$ cat src/rtl/ov7670_cfg_pkg.sv
// Shared types and constants for the OV7670 configuration sequencer.
package ov7670_cfg_pkg;

   typedef enum logic [3:0] {
      S_PWR,
      S_PWR_REL,
      S_SRST,
      S_SRST_WAIT,
      S_FETCH,
      S_DECODE,
      S_DELAY,
      S_ISSUE,
      S_RUN,
      S_USR
   } cfg_state_t;

   localparam logic [15:0] ROM_END  = 16'hFFFF;
   localparam logic [15:0] ROM_DLY  = 16'hFFF0;
   localparam logic [7:0]  SRST_REG = 8'h12;
   localparam logic [7:0]  SRST_VAL = 8'h80;

endpackage

$ cat src/rtl/cfg_wait_timer.sv
// One-shot cycle timer: start loads N, done pulses in the last of N busy cycles.
module cfg_wait_timer (
   input  logic        xclk,
   input  logic        reset,
   input  logic        start,
   input  logic [31:0] n,
   output logic        done
);

   logic [31:0] count;
   logic [31:0] target;
   logic        busy;

   // NOTE: sequential state is written with <= so every flop samples pre-edge values.
   always_ff @(posedge xclk) begin
      if (!reset) begin
         busy   <= 1'b0;
         count  <= '0;
         target <= '0;
      end else if (start) begin
         busy   <= 1'b1;
         count  <= '0;
         target <= (n == 32'd0) ? 32'd0 : n - 32'd1;
      end else if (busy) begin
         if (count == target) busy  <= 1'b0;
         else                 count <= count + 32'd1;
      end
   end

   // Combinational so the owner sees done in the final cycle and the pulse never repeats.
   assign done = busy && (count == target);

endmodule

$ cat src/rtl/ov7670_cfg_sequencer.sv
// Power-up, soft reset and ROM streaming into a single SCCB write engine, plus runtime user writes.
module ov7670_cfg_sequencer
   import ov7670_cfg_pkg::*;
#(
   parameter logic [7:0] DEV_ADDR      = 8'h42,
   parameter int         ROM_AW        = 8,
   parameter int         PWR_WAIT_CYC  = 25000,
   parameter int         SRST_WAIT_CYC = 25000,
   parameter int         DLY_CYC       = 250000,
   parameter int         MAX_RETRY     = 3
) (
   input  logic              xclk,
   input  logic              reset,
   output logic [ROM_AW-1:0] rom_addr,
   input  logic [15:0]       rom_data,
   output logic              tx_valid,
   input  logic              tx_ready,
   output logic [7:0]        tx_dev,
   output logic [7:0]        tx_reg,
   output logic [7:0]        tx_data,
   input  logic              tx_done,
   input  logic              tx_nack,
   input  logic              usr_req,
   input  logic [7:0]        usr_reg,
   input  logic [7:0]        usr_data,
   output logic              usr_ack,
   input  logic              restart_cfg,
   output logic              cam_pwdn,
   output logic              cam_rst_n,
   output logic              cfg_done,
   output logic              cfg_err
);

   localparam logic [ROM_AW-1:0] ROM_LAST  = {ROM_AW{1'b1}};
   localparam logic [7:0]        RETRY_LIM = 8'(MAX_RETRY);

   cfg_state_t  state;
   logic [7:0]  retry;
   logic        tmr_start;
   logic [31:0] tmr_n;
   logic        tmr_done;

   assign tx_dev = DEV_ADDR;

   cfg_wait_timer u_timer (
      .xclk  (xclk),
      .reset (reset),
      .start (tmr_start),
      .n     (tmr_n),
      .done  (tmr_done)
   );

   always_ff @(posedge xclk) begin
      if (!reset) begin
         state     <= S_PWR;
         rom_addr  <= '0;
         tx_valid  <= 1'b0;
         tx_reg    <= '0;
         tx_data   <= '0;
         retry     <= '0;
         usr_ack   <= 1'b0;
         cam_pwdn  <= 1'b1;
         cam_rst_n <= 1'b0;
         cfg_done  <= 1'b0;
         cfg_err   <= 1'b0;
         // The power-up hold starts counting on the first edge out of reset.
         tmr_start <= 1'b1;
         tmr_n     <= 32'(PWR_WAIT_CYC);
      end else begin
         tmr_start <= 1'b0;
         usr_ack   <= 1'b0;
         case (state)
            S_PWR: if (tmr_done) begin
               cam_pwdn  <= 1'b0;
               cam_rst_n <= 1'b1;
               tmr_start <= 1'b1;
               tmr_n     <= 32'(PWR_WAIT_CYC);
               state     <= S_PWR_REL;
            end
            S_PWR_REL: if (tmr_done) begin
               tx_reg   <= SRST_REG;
               tx_data  <= SRST_VAL;
               tx_valid <= 1'b1;
               retry    <= '0;
               state    <= S_SRST;
            end
            S_SRST_WAIT: if (tmr_done) begin
               rom_addr <= '0;
               state    <= S_FETCH;
            end
            S_FETCH: state <= S_DECODE;
            S_DECODE: begin
               if (rom_data == ROM_END) begin
                  cfg_done <= 1'b1;
                  state    <= S_RUN;
               end else if (rom_data == ROM_DLY) begin
                  tmr_start <= 1'b1;
                  tmr_n     <= 32'(DLY_CYC);
                  state     <= S_DELAY;
               end else begin
                  tx_reg   <= rom_data[15:8];
                  tx_data  <= rom_data[7:0];
                  tx_valid <= 1'b1;
                  retry    <= '0;
                  state    <= S_ISSUE;
               end
            end
            S_DELAY: if (tmr_done) begin
               rom_addr <= rom_addr + 1'b1;
               state    <= S_FETCH;
            end
            S_RUN: begin
               if (restart_cfg) begin
                  rom_addr <= '0;
                  cfg_done <= 1'b0;
                  state    <= S_FETCH;
               end else if (usr_req && !usr_ack) begin
                  // usr_req is still high in the ack cycle; the !usr_ack guard stops a double issue.
                  tx_reg   <= usr_reg;
                  tx_data  <= usr_data;
                  tx_valid <= 1'b1;
                  retry    <= '0;
                  cfg_done <= 1'b0;
                  state    <= S_USR;
               end
            end
            S_SRST, S_ISSUE, S_USR: begin
               if (tx_valid) begin
                  if (tx_ready) tx_valid <= 1'b0;
               end else if (tx_done) begin
                  if (tx_nack && retry < RETRY_LIM) begin
                     retry    <= retry + 1'b1;
                     tx_valid <= 1'b1;
                  end else begin
                     if (tx_nack) cfg_err <= 1'b1;
                     case (state)
                        S_SRST: begin
                           tmr_start <= 1'b1;
                           tmr_n     <= 32'(SRST_WAIT_CYC);
                           state     <= S_SRST_WAIT;
                        end
                        S_ISSUE: begin
                           if (rom_addr == ROM_LAST) begin
                              cfg_done <= 1'b1;
                              state    <= S_RUN;
                           end else begin
                              rom_addr <= rom_addr + 1'b1;
                              state    <= S_FETCH;
                           end
                        end
                        default: begin
                           usr_ack  <= 1'b1;
                           cfg_done <= 1'b1;
                           state    <= S_RUN;
                        end
                     endcase
                  end
               end
            end
            default: state <= S_PWR;
         endcase
      end
   end

endmodule

$ cat config.mk
export PLATFORM = sky130hd
export DESIGN_NAME = ov7670_cfg_sequencer
export DESIGN_NICKNAME = d
export VERILOG_FILES = /design/src/rtl/ov7670_cfg_pkg.sv /design/src/rtl/cfg_wait_timer.sv /design/src/rtl/ov7670_cfg_sequencer.sv
export SDC_FILE = /design/constraint.sdc
export NUM_CORES = 1
export LEC_CHECK = 0
export BUFFER_PORTS_ARGS = -buffer_cell sky130_fd_sc_hd__buf_4
export CAP_MARGIN = 20
export CORE_AREA = 2 2 64 127
export CTS_CLUSTER_SIZE = 30
export DETAILED_ROUTE_END_ITERATION = 12
export DIE_AREA = 0 0 66 129
export GPL_TIMING_DRIVEN = 0
export HOLD_SLACK_MARGIN = 0.06
export PLACE_DENSITY = 0.84
export SLEW_MARGIN = 15
export SYNTH_ARGS = -nofsm -noshare
export SYNTH_HDL_FRONTEND = slang
export SYNTH_SLANG_ARGS = --single-unit
$ cat constraint.sdc
create_clock -name xclk -period 7.15 [get_ports xclk]
set_input_delay 0 -clock xclk [delete_from_list [all_inputs] [get_ports xclk]]
set_output_delay 0 -clock xclk [all_outputs]
set_load 0.05 [all_outputs]
== Word-level counts from Yosys, hierarchy flattened ==
Index checks and enable logic that the tools add are counted.
Widths: inputs -> output; s select.

* Bits in registers: 140
* Output and inout bits: 38
* Logic and storage cells: 170

* Add/sub/neg operators: 4
* Magnitude comparators: 1
* Equality and inequality tests: 35
* Multiplexer cells: 82
* Bitwise gates (word level): 6
* Reductions and logical operators: 26

{| class="wikitable"
|+ Operator list
! operator !! number
|-
| $mux 32 || 8
|-
| $mux 8 || 25
|-
| $pmux 32 s3 || 1
|-
| $pmux 8 s4 || 2
|-
| $pmux 8 s3 || 2
|-
| $mux 4 || 10
|-
| $ne 2x2->1 const B || 19
|-
| $add 32x1->32 const B || 1
|-
| $eq 16x16->1 const B || 2
|-
| $eq 32x32->1 || 1
|-
| $logic_not 32->1 || 1
|-
| $sub 32x1->32 const B || 1
|-
| $mux 1 || 28
|-
| $pmux 4 s7 || 1
|-
| $reduce_and 9->1 || 2
|-
| $add 8x1->8 const B || 2
|-
| $eq 4x3->1 const B || 4
|-
| $reduce_and 8->1 || 2
|-
| $reduce_and 6->1 || 2
|-
| $reduce_bool 3->1 || 3
|-
| $eq 4x2->1 const B || 2
|-
| $eq 4x4->1 const B || 2
|-
| $eq 8x8->1 const B || 1
|-
| $lt 8x2->1 const B || 1
|-
| other kinds (18) || 31
|}

== Depth between registers and ports, before layout ==
Gate-level depths: netlist of run 1.

* Word-level depth: 7
* Mapped depth: 9
* Mapped depth without buffers: 7

== Modules after synthesis ==
A second synthesis of run 1 with hierarchy kept.

* Cell total of the unflattened synthesis: 740
* Area, all modules: 6,058.3 sq um

{| class="wikitable"
|+ By module, submodules not included
! module !! instances !! cells an instance !! area an instance (sq um) !! sequential area each (sq um)
|-
| cfg_wait_timer || 1 || 449 || 3,579.7 || 1,301.2
|-
| ov7670_cfg_sequencer || 1 || 291 || 2,478.6 || 900.9
|}

== Worst setup path after synthesis of run 1 ==
OpenSTA, ideal clock, no wires.

* Kind: register to register
* From: reg u_timer.count[12]
* To: reg rom_addr[0]
* Setup time: 70 ps
* Arrival: 2,262 ps
* Setup slack: 4,818 ps
* Stages on the path, launching flop included: 7
* Buffers on the path: 0
* Clock period less this slack: 2,332 ps
* Cell sequence: dfxtp_1 -> or4_4 -> mux2i_4 -> nand4_4 -> o41a_1 -> a211oi_4 -> o2bb2ai_1

* Cells in the longest elaborated chain, start to end: 4

{| class="wikitable"
|+ RTL lines
! element !! line !! source
|-
| from (decl) || cfg_wait_timer.sv:10 || <nowiki>logic [31:0] count;</nowiki>
|-
| from (signal assigned) || cfg_wait_timer.sv:26 || <nowiki>else count <= count + 32'd1;</nowiki>
|-
| $eq 32x32->1 (*) || cfg_wait_timer.sv:31 || <nowiki>assign done = busy && (count == target);</nowiki>
|-
| $logic_and 1x1->1 (*) || cfg_wait_timer.sv:31 ||
|-
| $ne 2x2->1 (no source line) || - ||
|-
| $reduce_and 9->1 (no source line) (*) || - ||
|-
| to (signal assigned) || ov7670_cfg_sequencer.sv:109 || <nowiki>rom_addr <= rom_addr + 1'b1;</nowiki>
|-
| to (signal assigned) || ov7670_cfg_sequencer.sv:147 || <nowiki>rom_addr <= rom_addr + 1'b1;</nowiki>
|-
| to (decl) || ov7670_cfg_sequencer.sv:14 || <nowiki>output logic [ROM_AW-1:0] rom_addr,</nowiki>
|}

Mark *: on every way between the ends. The rest lies on a longest branch, timed or not.
A chain may end at the register's enable or synchronous reset.

== Worst setup path in the final report of run 1 ==
* From: reg state[3]
* To: reg tx_reg[6]

* Cells in the longest elaborated chain, start to end: 3

{| class="wikitable"
|+ RTL lines
! element !! line !! source
|-
| from (decl) || ov7670_cfg_sequencer.sv:37 || <nowiki>cfg_state_t state;</nowiki>
|-
| from (signal assigned) || ov7670_cfg_sequencer.sv:55 || <nowiki>state <= S_PWR;</nowiki>
|-
| from (signal assigned) || ov7670_cfg_sequencer.sv:78 || <nowiki>state <= S_PWR_REL;</nowiki>
|-
| from (signal assigned) || ov7670_cfg_sequencer.sv:85 || <nowiki>state <= S_SRST;</nowiki>
|-
| $eq 4x4->1, or another cell as far along || ov7670_cfg_sequencer.sv:72 || <nowiki>case (state)</nowiki>
|-
| $ne 2x2->1 (no source line) or $reduce_bool 3->1 (tied branches) || - ||
|-
| $reduce_and 6->1 (no source line) || - ||
|-
| to (signal assigned) || ov7670_cfg_sequencer.sv:101 || <nowiki>tx_reg <= rom_data[15:8];</nowiki>
|-
| to (signal assigned) || ov7670_cfg_sequencer.sv:119 || <nowiki>tx_reg <= usr_reg;</nowiki>
|-
| to (decl) || ov7670_cfg_sequencer.sv:19 || <nowiki>output logic [7:0] tx_reg,</nowiki>
|}

Parallel ways exist; a longest one is shown, timed or not.

==> results of run 1 <==
-- worst reg2reg max path: stages, from the launching register on --
cell	delay, ps
dfxtp_1	320
buf_4	160
or3b_2	500
nor2_1	580
clkbuf_1	410
a22oi_1	150
dlygate4sd3_1	590
a211oi_1	230
-- cells in the mapped netlist (10+ instances only) --
cell      instances  share of area [%]
xor2_1           30                5.8
a22oi_1          16                2.7
nor2_1           54                4.5
nor4_1           10                1.4
nor3_1           13                1.4
o21ai_0          14                1.5
nand2_1          38                3.1
nand3_1          17                1.9
and3_1           15                2.1
a211oi_1         17                2.8
clkbuf_1         18                1.5
a21oi_1          42                4.6
nand4_1          11                1.5
dfxtp_1          86                 38
-- path summary, 6_finish.rpt --
path	end	slack [ps]	start
setup / recovery	tx_reg[6]$_SDFFE_PN0P_	4120	state[3]$_SDFFE_PN0P_
hold / removal	tx_data[4]$_SDFFE_PN0P_	60	rom_data[4]
setup reg to reg	tx_reg[6]$_SDFFE_PN0P_	4120	state[3]$_SDFFE_PN0P_
hold reg to reg	cfg_err$_SDFFE_PN0P_	480	cfg_err$_SDFFE_PN0P_
-- cell type report --
| type | instances | area share (%) |
|---|---|---|
| Multi-Input combinational cell | 408 | 47.38 |
| Sequential cell | 86 | 30.96 |
| Timing Repair Buffer | 75 | 10.44 |
| Clock buffer | 9 | 4.049 |
| Buffer | 35 | 3.105 |
| Tap cell | 94 | 2.115 |
| Clock inverter | 7 | 1.350 |
| Inverter | 9 | 0.6074 |
-- routing by layer --
layer  global-route usage, %  routed length [um]
met3                   6.031                 520
met5                       0                   0
met4                   21.61                 722
met2                   59.89                7178
met1                   30.42                4382
-- power by group --
group | internal (mW) | switching, mW
logic | 0.121 | 0.260
clock network | 0.271 | 0.194
registers | 0.502 | 0.0148
-- timing repair --
action / CTS / global route
endpoints found under the setup margin: 0 / 0
hold buffers: 7 / 0
hold endpoints to repair: 5 / 0
-- cells by family after synthesis --
group,count (synthesis),share of synthesized area (%)
compound gates,154,24.17
xor+xnor,35,6.768
fa+ha+maj,6,1.657
buf+inv,44,4.558
flops,86,38.01
mux,8,2.044
other cells,2,0.1658
simple gates,197,22.62
-- through the flow --
stage	cell area, sq um	setup slack (ps)	hold WS, ps	instances
after floorplan	4552	4818	157.2	538
after global placement	5180	4231	256.2	700
after detailed placement	5180	4205	260.1	700
after CTS	5550	4160	61.72	723
after global routing	5562	3997	80.61	723
final	5562	4123	63.05	723
==> metrics.yaml, run 1 <==
status:
  status: "finished clean"
layout:
  fillerInstances: 609
  antenna_cells: 0
  multi_input_area_sq_um: 2635
  top_register: "u_timer.count"
  nets: 669
  mostFrequentLayoutCell: "dfxtp_1"
  drive_gt1_share_pct: 17.97
  register_area_sq_um: 1722
  final_util_pct: 73.71
  mostFrequentLayoutCells: "86 x dfxtp_1, 77 x buf_4, 54 x nor2_1"
  syn_to_final_growth_pct: 22.79
  largest_register_ffs: 32
yosys:
  ys_ff_latch: 86
  async_flop_share_pct: 0
  seq_area_frac_synth_pct: 38.01
  avgSynthCellArea_sq_um: 8.514
  synth_edf_count: 0
  synthCells: 532
  syn_area_sq_um: 4529
  yosys.cell_types.count: 67
  yosysWarnings: 0
  synth_ff_type: "dfxtp_1"
setup_path:
  cp.arrival_ps: 3290
  slowest_stage: "dlygate4sd3_1"
  critPathMaxFanout: 10
  cp-start-kind: "flop"
  end_kind: "flop"
  slowest_delay_ps: 590
  cp_num_buf_inv: 3
  path_delay_family: "buffers and inverters"
  worst_ep_required_time_ps: 7410
  ff2ff_path_depth: 7
  cp.depth: 7
  path_cells: "buf_4 > or3b_2 > nor2_1 > clkbuf_1 > a22oi_1 > dlygate4sd3_1 > a211oi_1"
  setup.worst_path.class: "flop to flop"
global_routing:
  grt_usage_pct: 32.11
  antenna_found_initial: 0
  grt_pass1_vias: 4494
  grt_max_degree: 16
  grt_overflow: 0
  grt_pass1_wl_mm: 21.17
clock_tree:
  cts.sinks: 86
  clock_latency_ps: 350
  clk_pin_slew_worst_paths_ps: 70
  tritoncts: "done"
  cts_root_buffer: "clkbuf_16"
  cts_buffer_depth: 2
  htree_levels: 3
  cts_setup_buffers: 0
  cts_resized: 0
  cts_buffers: 9
sta:
  period_needed_ps: 3027
  slew_headroom_pct: 35.87
  setup_violations: 0
  rsz0062_at_grt: "no"
  fin_setup_tns_ps: 0
  drv_slew: 0
  max_freq_mhz: 330.4
  fin_worst_skew_ps: 11.10
  finalHoldViolations: 0
  tightest_slew_ps: 953.2
  finalCritPeriodShare_pct: 42.33
hold_path:
  min_delay_path_depth: 3
  holdCritPathClass: "input pin to flop"
placed_design:
  gp_routability_congestion: 0.9631
  io_buffers: 68
  dp_hpwl_mm: 9.755
pwr:
  power_density_nw_per_um2: 245.2
  total_power_mw: 1.364
  ir_drop_uv: 197.8
  leakage_nw: 2.175
floorplan:
  core_area_sq_um: 7545
  die_h_um: 129
  io_pins: 77
  dieArea_sq_um: 8514
  die_x_um: 66
  fp-row-count: 45
  start_util_pct: 60.03
drt:
  drtIter0Drc: 301
  vias_per_cell: 6.245
  antenna_left: 0
  wl_mm: 12.80
  dr.pass1.iters: 5
  wl_per_cell_um: 17.71
  drc: 0
  vias: 4515
job:
  cap_violations: 0
No activity file was read; power rests on OpenSTA's default activity.
==> run 2: changes to the inputs <==
- CORE_AREA: 2 2 64 127 -> 2 2 70 139
- DIE_AREA: 0 0 66 129 -> 0 0 72 141
- PLACE_DENSITY: 0.84 -> 0.75
- clock period: 7.15 -> 2.5 ns (I/O delays scaled with it)
==> metrics.yaml, run 2 (synthesis gave the netlist of run 1 again) <==
floorplan:
  io_pins: 77  # unchanged
  fp-row-count: 50  # was 45
  die_x_um: 72  # was 66 um
  start_util_pct: 49.25  # was 60.03%
  die_h_um: 141  # was 129 um
  core_area_sq_um: 9196  # was 7545 sq um
  dieArea_sq_um: 10150  # was 8514 sq um
global_routing:
  busiest_layer: "met2"  # unchanged
  grt_overflow: 0  # unchanged
  grt_usage_pct: 23.51  # was 32.11%
  grt_pass1_vias: 4019  # was 4494
  grt_pass1_wl_mm: 19.27  # was 21.17 mm
  grt_max_degree: 15  # was 16
  gr-usage-met2_pct: 37.57  # was 59.89%
  globalRouteMet1Util_pct: 30.66  # was 30.42%
  antenna_found_initial: 0  # unchanged
  grt_util_met3_pct: 4.861  # was 6.031%
layout:
  multi_input_area_sq_um: 2744  # was 2635 sq um
  mostFrequentLayoutCells: "87 x buf_4, 84 x dfxtp_1, 51 x nor2_1"  # was 86 x dfxtp_1, 77 x buf_4, 54 x nor2_1
  syn_to_final_growth_pct: 27.60  # was 22.79%
  top_register: "u_timer.count"  # unchanged
  antenna_cells: 0  # unchanged
  final_area_sq_um: 5779  # was 5562 sq um
  drive_gt1_share_pct: 22.68  # was 17.97%
  largest_register_ffs: 32  # unchanged
  register_area_sq_um: 1727  # was 1722 sq um
  mostFrequentLayoutCell: "buf_4"  # was dfxtp_1
  fillerInstances: 818  # was 609
  nets: 675  # was 669
  fin_cells: 739  # was 723
placed_design:
  gp_routability_congestion: 0.9283  # was 0.9631
  dp.cells: 710  # was 700
  placed_cell_area_sq_um: 5192  # was 5180 sq um
  dp_hpwl_mm: 8.548  # was 9.755 mm
  dp_slack_ps: -411.1  # was 4205 ps
  io_buffers: 68  # unchanged
sta:
  slew_headroom_pct: 52.04  # was 35.87%
  finalHoldViolations: 0  # unchanged
  period_needed_ps: 2473  # was 3027 ps
  drv_slew: 0  # unchanged
  fin_worst_skew_ps: 6.081  # was 11.10 ps
  timing.hold.ws_ps: 69.48  # was 63.05 ps
  rsz0062_at_grt: "yes"  # was no
  max_freq_mhz: 404.4  # was 330.4 MHz
  setup_ws_ps: 27.45  # was 4123 ps
  setup_violations: 0  # unchanged
  finalCritPeriodShare_pct: 98.90  # was 42.33%
  tightest_slew_ps: 709.8  # was 953.2 ps
drt:
  wl_mm: 12.11  # was 12.80 mm
  drc: 0  # unchanged
  vias_per_cell: 6.026  # was 6.245
  wl_per_cell_um: 16.39  # was 17.71 um
  vias: 4453  # was 4515
  drtIter0Drc: 300  # was 301
  dr.pass1.iters: 5  # unchanged
  antenna_left: 0  # unchanged
pwr:
  switching_power_mw: 1.366  # was 0.4691 mW
  leakage_nw: 2.248  # was 2.175 nW
  clkPwrFrac_pct: 35.8  # was 34.1%
  switching_share_pct: 33.05  # was 34.39%
  ir_drop_uv: 588.8  # was 197.8 uV
  sequentialPowerShare_pct: 35.7  # was 37.9%
  power_density_nw_per_um2: 715.2  # was 245.2 nW/um^2
  comb_power_share_pct: 28.5  # was 28.0%
  p_int_mw: 2.768  # was 0.8947 mW
clock_tree:
  clock_latency_ps: 340  # was 350 ps
  cts_buffers: 9  # unchanged
  cts.sinks: 86  # unchanged
  cts_buffer_depth: 2  # unchanged
  cts_root_buffer: "clkbuf_16"  # unchanged
  htree_levels: 3  # unchanged
  tritoncts: "done"  # unchanged
  clk_pin_slew_worst_paths_ps: 60  # was 70 ps
setup_path:
  worst_ep_required_time_ps: 2780  # was 7410 ps
  slowest_stage: "or4_4"  # was dlygate4sd3_1
  end_kind: "flop"  # unchanged
  crit_path_start: "u_timer.count[12]$_SDFFE_PP0P_"  # was state[3]$_SDFFE_PN0P_
  cpMostUsedCell: "buf_6"
  cp.arrival_ps: 2750  # was 3290 ps
  setup.worst_path.class: "flop to flop"  # unchanged
  regToRegStartpoint: "u_timer.count[12]$_SDFFE_PP0P_"  # was state[3]$_SDFFE_PN0P_
  path_cells: "or4_4 > mux2i_4 > nand4_4 > buf_6 > o41a_1 > a211oi_4 > buf_6 > o2bb2ai_1"  # was buf_4 > or3b_2 > nor2_1 > clkbuf_1 > a22oi_1 > dlygate4sd3_1 > a211oi_1
  cp-start-kind: "flop"  # unchanged
  critPathMaxFanout: 7  # was 10
  slowest_delay_ps: 540  # was 590 ps
  ff2ff_path_depth: 8  # was 7
status:
  status: "finished clean"  # unchanged
hold_path:
  hp-start: "usr_data[3]"  # was rom_data[4]
  min_delay_path_depth: 3  # unchanged
  holdCritPathClass: "input pin to flop"  # unchanged
job:
  cap_violations: 0  # unchanged
-- run 2: final cells by class --
| cell class | count | area share, % |
|---|---|---|
| Multi-Input combinational cell | 408 | 47.48 |
| Tap cell | 104 | 2.252 |
| Sequential cell | 86 | 29.88 |
| Inverter | 9 | 0.5845 |
| Buffer | 34 | 3.161 |
| Clock buffer | 11 | 4.373 |
| Clock inverter | 5 | 1.407 |
| Timing Repair Buffer | 82 | 10.87 |
-- run 2: final timing paths --
check                             endpoint  slack [ps]
setup / recovery  rom_addr[5]$_SDFFE_PN0P_          30
hold / removal     tx_data[3]$_SDFFE_PN0P_          70
setup reg to reg  rom_addr[5]$_SDFFE_PN0P_          30
hold reg to reg       cfg_err$_SDFFE_PN0P_         470
-- run 2: repair_timing --
item,4_1_cts,5_1_grt
setup endpoints to repair,33,40
pin swaps,4,6
endpoints found under the hold margin,2,0
gates resized for setup,8,27
setup buffers,4,8
hold buffers,2,0
-- run 2: power groups by stage --
| stage | combinational (mW) | clock, mW | sequential, mW |
|---|---|---|---|
| after floorplan | 0.650 | 0 | 1.61 |
| after detailed placement | 1.05 | 0 | 1.50 |
| after global placement | 1.04 | 0 | 1.50 |
| after global routing | 1.26 | 1.56 | 1.48 |
| final | 1.18 | 1.48 | 1.47 |
| after CTS | 1.09 | 1.51 | 1.48 |
-- run 2: routing by layer --
layer / vias to the layer above / part of all wire, %
li1: 2180 / -
met1: 2076 / 43
met2: 166 / 49
met3: 31 / 5.6
met4: 0 / 2.4
met5: - / 0
-- run 2: metrics by stage --
stage	TNS [ps]	power (mW)	utilization, %
global route	-248.7	4.304	62.84
detailed placement	-7098	2.551	56.46
global placement	-5731	2.541	56.46
CTS	0	4.076	61.05
floorplan	0	2.259	-
finish	0	4.133	62.84
-- run 2: worst max-delay path: cells and delay by family (launching register included) --
family / cells / cell delay (ps)
AOI/OAI and AO/OA: 3 / 800
buffers and inverters: 2 / 350
DFF: 1 / 340
and+or+nand+nor: 2 / 720
muxes: 1 / 190
